<file path="config.mk">
export PLATFORM = sky130hd
export DESIGN_NAME = fact_master
export DESIGN_NICKNAME = d
export VERILOG_FILES = /design/src/rtl/fact_master.sv
export SDC_FILE = /design/constraint.sdc
export NUM_CORES = 1
export LEC_CHECK = 0
export CAP_MARGIN = 25
export CORE_MARGIN = 5
export CORE_UTILIZATION = 46
export DETAILED_ROUTE_END_ITERATION = 16
export GPL_ROUTABILITY_DRIVEN = 0
export MAX_ROUTING_LAYER = met4
export PLACE_DENSITY_LB_ADDON = 0.15
export SLEW_MARGIN = 0
export SYNTH_ARGS = -nofsm -noshare
export SYNTH_HDL_FRONTEND = slang
export SYNTH_SLANG_ARGS = --single-unit
</file>
<file path="constraint.sdc">
create_clock -name clk -period 4.76 [get_ports clk]
set_clock_uncertainty 0.15 [all_clocks]
set_input_delay 0.476 -clock clk [delete_from_list [all_inputs] [get_ports clk]]
set_output_delay 0.476 -clock clk [all_outputs]
set_load 0.005 [all_outputs]
</file>
<file path="src/rtl/fact_master.sv">
// Bus initiator for the factorial accelerator: takes n on a valid/ready port,
// writes n and go, polls status with a bounded budget, reads the result and returns it.
module fact_master #(
  parameter int N_W        = 4,
  parameter int DATA_W     = 32,
  parameter int POLL_LIMIT = 64
) (
  input  logic              clk,
  input  logic              rst,
  input  logic              req_valid,
  output logic              req_ready,
  input  logic [N_W-1:0]    req_n,
  output logic              resp_valid,
  input  logic              resp_ready,
  output logic [DATA_W-1:0] resp_result,
  output logic              resp_err,
  output logic              resp_timeout,
  output logic [1:0]        bus_a,
  output logic              bus_we,
  output logic [N_W-1:0]    bus_wd,
  input  logic [DATA_W-1:0] bus_rd
);

  localparam int CNT_W = (POLL_LIMIT > 1) ? $clog2(POLL_LIMIT) : 1;
  localparam logic [CNT_W-1:0] CNT_MAX = CNT_W'(POLL_LIMIT - 1);

  localparam logic [1:0] A_IN  = 2'b00;
  localparam logic [1:0] A_GO  = 2'b01;
  localparam logic [1:0] A_ST  = 2'b10;
  localparam logic [1:0] A_RES = 2'b11;

  typedef enum logic [2:0] {
    IDLE, WR_N, WR_GO, SETTLE, POLL, RD_RES, RESP
  } state_e;

  state_e              state_q, state_d;
  logic [N_W-1:0]      n_q, n_d;
  logic [CNT_W-1:0]    cnt_q, cnt_d;
  logic [DATA_W-1:0]   res_q, res_d;
  logic                err_q, err_d;
  logic                to_q, to_d;

  always_ff @(posedge clk or posedge rst) begin
    if (rst) begin
      state_q <= IDLE;
      n_q     <= '0;
      cnt_q   <= '0;
      res_q   <= '0;
      err_q   <= 1'b0;
      to_q    <= 1'b0;
    end else begin
      state_q <= state_d;
      n_q     <= n_d;
      cnt_q   <= cnt_d;
      res_q   <= res_d;
      err_q   <= err_d;
      to_q    <= to_d;
    end
  end

  always_comb begin
    state_d = state_q;
    n_d     = n_q;
    cnt_d   = cnt_q;
    res_d   = res_q;
    err_d   = err_q;
    to_d    = to_q;
    case (state_q)
      IDLE:   if (req_valid) begin
                n_d     = req_n;
                state_d = WR_N;
              end
      WR_N:   state_d = WR_GO;
      WR_GO:  state_d = SETTLE;
      // status may still show done from the previous run here, so it is not sampled
      SETTLE: begin
                cnt_d   = '0;
                state_d = POLL;
              end
      POLL:   if (bus_rd[1]) begin
                res_d   = '0;
                err_d   = 1'b1;
                to_d    = 1'b0;
                state_d = RESP;
              end else if (bus_rd[0]) begin
                state_d = RD_RES;
              end else if (cnt_q == CNT_MAX) begin
                res_d   = '0;
                err_d   = 1'b1;
                to_d    = 1'b1;
                state_d = RESP;
              end else begin
                cnt_d   = cnt_q + 1'b1;
              end
      RD_RES: begin
                res_d   = bus_rd;
                err_d   = 1'b0;
                to_d    = 1'b0;
                state_d = RESP;
              end
      RESP:   if (resp_ready) state_d = IDLE;
      default: state_d = IDLE;
    endcase
  end

  // bus and handshake outputs decode state only, keeping bus_rd off any output path
  always_comb begin
    req_ready  = 1'b0;
    resp_valid = 1'b0;
    bus_a      = A_ST;
    bus_we     = 1'b0;
    bus_wd     = '0;
    case (state_q)
      IDLE:   req_ready = 1'b1;
      WR_N:   begin
                bus_a  = A_IN;
                bus_we = 1'b1;
                bus_wd = n_q;
              end
      WR_GO:  begin
                bus_a  = A_GO;
                bus_we = 1'b1;
                bus_wd = N_W'(1);
              end
      RD_RES: bus_a = A_RES;
      RESP:   resp_valid = 1'b1;
      default: ;
    endcase
  end

  assign resp_result  = res_q;
  assign resp_err     = err_q;
  assign resp_timeout = to_q;

endmodule

</file>
==> out/qor.yml, run 1 <==
viasPerCell: 5.505
hold_buffers: 0
cts_root_buffer: "clkbuf_8"
clk_pin_slew_worst_paths_ns: 0.08
p_int_mw: 1.085
coreArea_um2: 4354
finalMaxSlewViolations: 0
outcome: "completed"
pwr-share-comb_pct: 42.5
clock-sinks: 47
min_period_ns: 2.833
grt_antenna_before_repair: 0
crit_required_ns: 4.13
drtAntennaViolNets: 0
grt_max_degree: 48
start_util_pct: 47.39
io-pin-count: 83
yosys-top-cells-count: "dfrtp_1, a22o_1, a21oi_1, inv_1, nor2_1"
first_pass_iters: 4
timing.final.hold_violations: 0
drt-initial-drc-count: 111
grt_pass1_wl_um: 8107
dieArea_um2: 5924
power.density_nw_per_um2: 529.7
insertion_delay_ns: 0.28
dp_hpwl_um: 3452
max_slew.worst_pin.slew_ns: 0.8036
post_cts_buffers: 0
power.net_switching_mw: 0.4967
critPathKind: "reg2out"
drive_above_1_share_pct: 10.84
worstPathArrival_ns: 2.21
yosysWarnings: 0
startpoint: "state_q[1]$_DFFE_PP0P_"
totalPowerFinal_mw: 1.581
area_growth_pct: 44.69
fillers: 348
die_w_um: 76.97
r2r-start: "state_q[0]$_DFFE_PP0P_"
syn-cell-area_um2: 2063
fin_cells: 301
relSlewSlack_pct: 46.22
synth_top_area_cell: "dfrtp_1"
peakVddDrop_uv: 328.6
rows: 24
cts_resized: 0
ys_ff_latch: 47
yosys.cell_types.count: 38
grt_usage_pct: 17.04
dpl.cell_count: 292
end_kind: "primary output"
synthFlopType: "dfrtp_1"
netlist.area_leader.share_pct: 57.00
cts_tree: "yes"
hold_path.class: "in2async"
clockPowerShare_pct: 15.9
portBuffers: 82
post-route-drc-count: 0
async_flop_share_pct: 100.0
grt_pass1_vias: 1654
wl_per_cell_um: 16.42
die_y_um: 76.97
synth_edf_count: 0
swShare_pct: 31.41
worstSetupStartpointType: "flip-flop"
synth_nets: 208
yosysMostFrequentCell: "dfrtp_1"
fin_setup_tns_ns: 0
synthCells: 167
grt-ovfl-total: 0
synth_area_leaders: "dfrtp_1, a22o_1, buf_6"
finalCritPeriodShare_pct: 59.52
rsz0062_at_grt: "false"
avgSynthCellArea_um2: 12.35
max_freq_mhz: 353.0
cts_htree_levels: 2
antenna_cells: 0
setup_viol: 0
cts.path.max_buffers: 2
seq_area_frac_synth_pct: 57.00
numCtsBuffers: 5
p_leak_nw: 1.323
p_seq_share_pct: 41.6
fin_nets: 289
maxCapViolCount: 0
num_vias: 1657
routed_wl_um: 4941
path_max_fanout: 34
==> flip-flops by register name (all words and copies together), names as in the netlist <==
register / flops
resp_err: 1
cnt_q: 6
n_q: 4
resp_timeout: 1
resp_result: 32
state_q: 3
==> worst paths after layout <==
path	slack (ns)	endpoint	depth (start not counted)
setup / recovery	1.93	bus_a[0]	5
hold / removal	0.26	n_q[0]$_DFFE_PP0P_	2
hold reg to reg	0.35	resp_result[22]$_DFFE_PP0P_	1
setup reg to reg	2.71	resp_result[11]$_DFFE_PP0P_	3
max in group asynchronous	3.74	resp_result[3]$_DFFE_PP0P_	3
min in group clk	0.35	resp_result[22]$_DFFE_PP0P_	1
==> cell usage in the layout (no fill, tap or decap), types with 2 or more instances in the layout <==
master / n
clkdlybuf4s50_1: 82
dfrtp_1: 47
a22o_1: 30
a21oi_1: 11
inv_1: 6
nor2_1: 6
clkbuf_8: 6
nand2_1: 5
nand3_1: 5
o21ai_0: 4
mux2_2: 4
and3_1: 4
nor3_1: 3
mux2i_1: 3
nand2b_1: 2
nor2_2: 2
o211ai_1: 2
a21o_1: 2
a22o_2: 2
==> stage by stage <==
step,utilization [%],hold slack (ns),setup slack [ns],cell area (um2)
after floorplan,-,0.3207,3.018,2063
after global routing,68.56,0.2648,1.781,2985
final,68.56,0.2612,1.927,2985
after global placement,65.83,0.3317,2.276,2867
after detailed placement,65.83,0.3362,2.259,2867
after CTS,68.10,0.3595,1.914,2965
==> area by class of cell <==
cell class | count | area [um2] | share of cell area [%]
Clock buffer | 6 | 82.58 | 2.766
Clock inverter | 2 | 16.27 | 0.5448
Inverter | 7 | 26.28 | 0.8801
Multi-Input combinational cell | 103 | 770.7 | 25.82
Sequential cell | 47 | 1176 | 39.40
Tap cell | 52 | 65.06 | 2.179
Timing Repair Buffer | 84 | 848.3 | 28.42
==> power groups by stage <==
stage	Clock (mW)	Combinational [mW]	Sequential, mW
6_report	0.251	0.672	0.657
5_1_grt	0.275	0.732	0.680
4_1_cts	0.258	0.679	0.656
3_5_place_dp	0	0.673	0.660
3_3_place_gp	0	0.665	0.656
2_1_floorplan	0	0.361	0.630
==> cell families (layout without fill, tap and decap cells) <==
logic type	after synthesis	after routing	share of synthesized area, %
AO/OA/AOI/OAI	57	57	21.47
flip-flops	47	47	57.00
AND/OR/NAND/NOR	38	38	11.64
buffers and inverters	17	99	5.640
multiplexers	7	7	3.638
adder cells (fa/ha/maj)	1	1	0.6063
==> metal layers <==
| layer | share of wire [%] | GRT usage, % |
|---|---|---|
| met2 | 48 | 26.15 |
| met4 | 0.30 | 2.577 |
| met1 | 45 | 23.52 |
| met5 | 0 | - |
| met3 | 6.5 | 4.333 |
==> worst max-delay path, cell delays in order (launching register included) <==
cell	delay, ns
dfrtp_1	0.55
nand2b_1	0.25
nor2_2	0.10
buf_4	0.34
o21bai_1	0.17
clkdlybuf4s50_1	0.52
Power figures use the tool's default switching activity.
==> inputs of run 2 (changes only) <==
- CORE_UTILIZATION: 46 -> 43
- clock period: 4.76 -> 2.85 ns (I/O delays scaled with it)
==> run 2 against run 1 <==
  * Register-to-register slack lost 1.7 ns
  * Global-route usage is essentially flat
  * Die area grew 6.1%
  * Routed wire length shrank 0.77%
  * Sequential power grew 66%
  * Worst hold slack lost 0.17 ns
  * Combinational power grew 68%
  * Cell area grew 0.71%
==> out/qor.yml, run 2 (synthesis gave the netlist of run 1 again) <==
finalCritPeriodShare_pct: 82.30
maxCapViolCount: 0
slowest_stage: "dfrtp_1"
fin_nets: 291
worstPathArrival_ns: 1.91
cts_tree: "yes"
crit_buf_inv: 2
rrSetupSlack_ns: 0.97
cts.path.max_buffers: 2
grt.busiest_layer: "met2"
stdcell_area_um2: 3007
num_vias: 1608
first_pass_iters: 4
use_met3_pct: 6.349
grt_util_met1_pct: 23.37
totalPowerFinal_mw: 2.711
rsz0062_at_grt: "false"
ff2ff_path_depth: 6
die_w_um: 79.27
dp_hpwl_um: 3591
r2r-start: "cnt_q[0]$_DFFE_PP0P_"
power.density_nw_per_um2: 901.7
p_seq_share_pct: 40.3
drive_above_1_share_pct: 11.55
p_leak_nw: 1.335
routed_wl_um: 4903
coreArea_um2: 4692
path_max_fanout: 15
critPathKind: "reg2out"
max_freq_mhz: 426.3
multiInputGateArea_um2: 770.7
pwr-share-comb_pct: 41.5
worst_hold_slack_ns: 0.09131
rr_endpoint: "resp_result[14]$_DFFE_PP0P_"
path_delay_family: "flip-flops"
drtAntennaViolNets: 0
power.net_switching_mw: 0.8312
end_kind: "primary output"
wl_per_cell_um: 16.08
most-common-layout-cells: "clkdlybuf4s50_1, dfrtp_1, a22o_1"
p_int_mw: 1.880
fillers: 388
cts_htree_levels: 2
antenna_cells: 0
post-route-drc-count: 0
finalMaxSlewViolations: 0
pre_cts_slack_ns: 0.7533
dieArea_um2: 6284
grt_pass1_wl_um: 8114
clockPowerShare_pct: 18.2
area_growth_pct: 45.72
timing.final.hold_violations: 0
fin_setup_tns_ns: 0
worstSetupStartpointType: "flip-flop"
rows: 25
grt_antenna_before_repair: 0
fin_cells: 305
outcome: "completed"
met2_usage_pct: 23.91
portBuffers: 82
insertion_delay_ns: 0.30
post_cts_buffers: 0
viasPerCell: 5.272
max_slew.worst_pin.slew_ns: 0.5052
numCtsBuffers: 5
fin_util_pct: 64.08
swShare_pct: 30.66
start_util_pct: 43.97
cts_root_buffer: "clkbuf_8"
crit_required_ns: 2.41
peakVddDrop_uv: 520.3
hold_path.class: "in2async"
grt_pass1_vias: 1657
hold_buffers: 0
largest_reg_flops: 32
grt-ovfl-total: 0
die_y_um: 79.27
clk_pin_slew_worst_paths_ns: 0.09
grt_max_degree: 34
worst_path_largest_cell_delay_ns: 0.56
relSlewSlack_pct: 65.96
cts_resized: 0
grt_usage_pct: 17.00
seq_area_um2: 1176
placed_area_um2: 2892
setup_slack_ns: 0.5044
setup_viol: 0
io-pin-count: 83
final_common_cell: "clkdlybuf4s50_1"
drt-initial-drc-count: 87
path_cells: "nand2b_1 -> a21o_1 -> inv_1 -> clkdlybuf4s50_1"
min_period_ns: 2.346
dpl.cell_count: 297
clock-sinks: 47
## run 2: final cells by class
cell class | instances | area share [%]
multi-input combinational | 103 | 25.63
clock inverter | 3 | 1.540
tap | 54 | 2.247
inverter | 7 | 0.8739
timing repair buffer | 86 | 28.30
sequential | 47 | 39.12
clock buffer | 5 | 2.289
## run 2: power by group through the flow
stage | Combinational, mW | Sequential [mW] | Clock [mW]
4_1_cts | 1.15 | 1.09 | 0.514
6_report | 1.13 | 1.09 | 0.493
5_1_grt | 1.23 | 1.14 | 0.534
3_3_place_gp | 1.11 | 1.11 | 0
3_5_place_dp | 1.14 | 1.10 | 0
2_1_floorplan | 0.602 | 1.05 | 0
## run 2: routing by layer
layer | up-vias | share of wire (%)
li1 | 789 | -
met1 | 753 | 48
met2 | 61 | 43
met3 | 5 | 7.4
met4 | 0 | 0.86
met5 | - | 0
## run 2: worst max-delay path by stage
stage                            from                          end  slack, ns  depth (start not counted)
2_1_floorplan    cnt_q[0]$_DFFE_PP0P_  resp_result[15]$_DFFE_PP0P_       1.24                          6
3_3_place_gp                bus_rd[1]   resp_result[5]$_DFFE_PP0P_       0.80                          5
3_5_place_dp                bus_rd[1]  resp_result[14]$_DFFE_PP0P_       0.75                          5
4_1_cts        state_q[0]$_DFFE_PP0P_                       bus_we       0.49                          4
5_1_grt        state_q[1]$_DFFE_PP0P_                       bus_we       0.37                          4
6_report       state_q[0]$_DFFE_PP0P_                       bus_we       0.50                          4
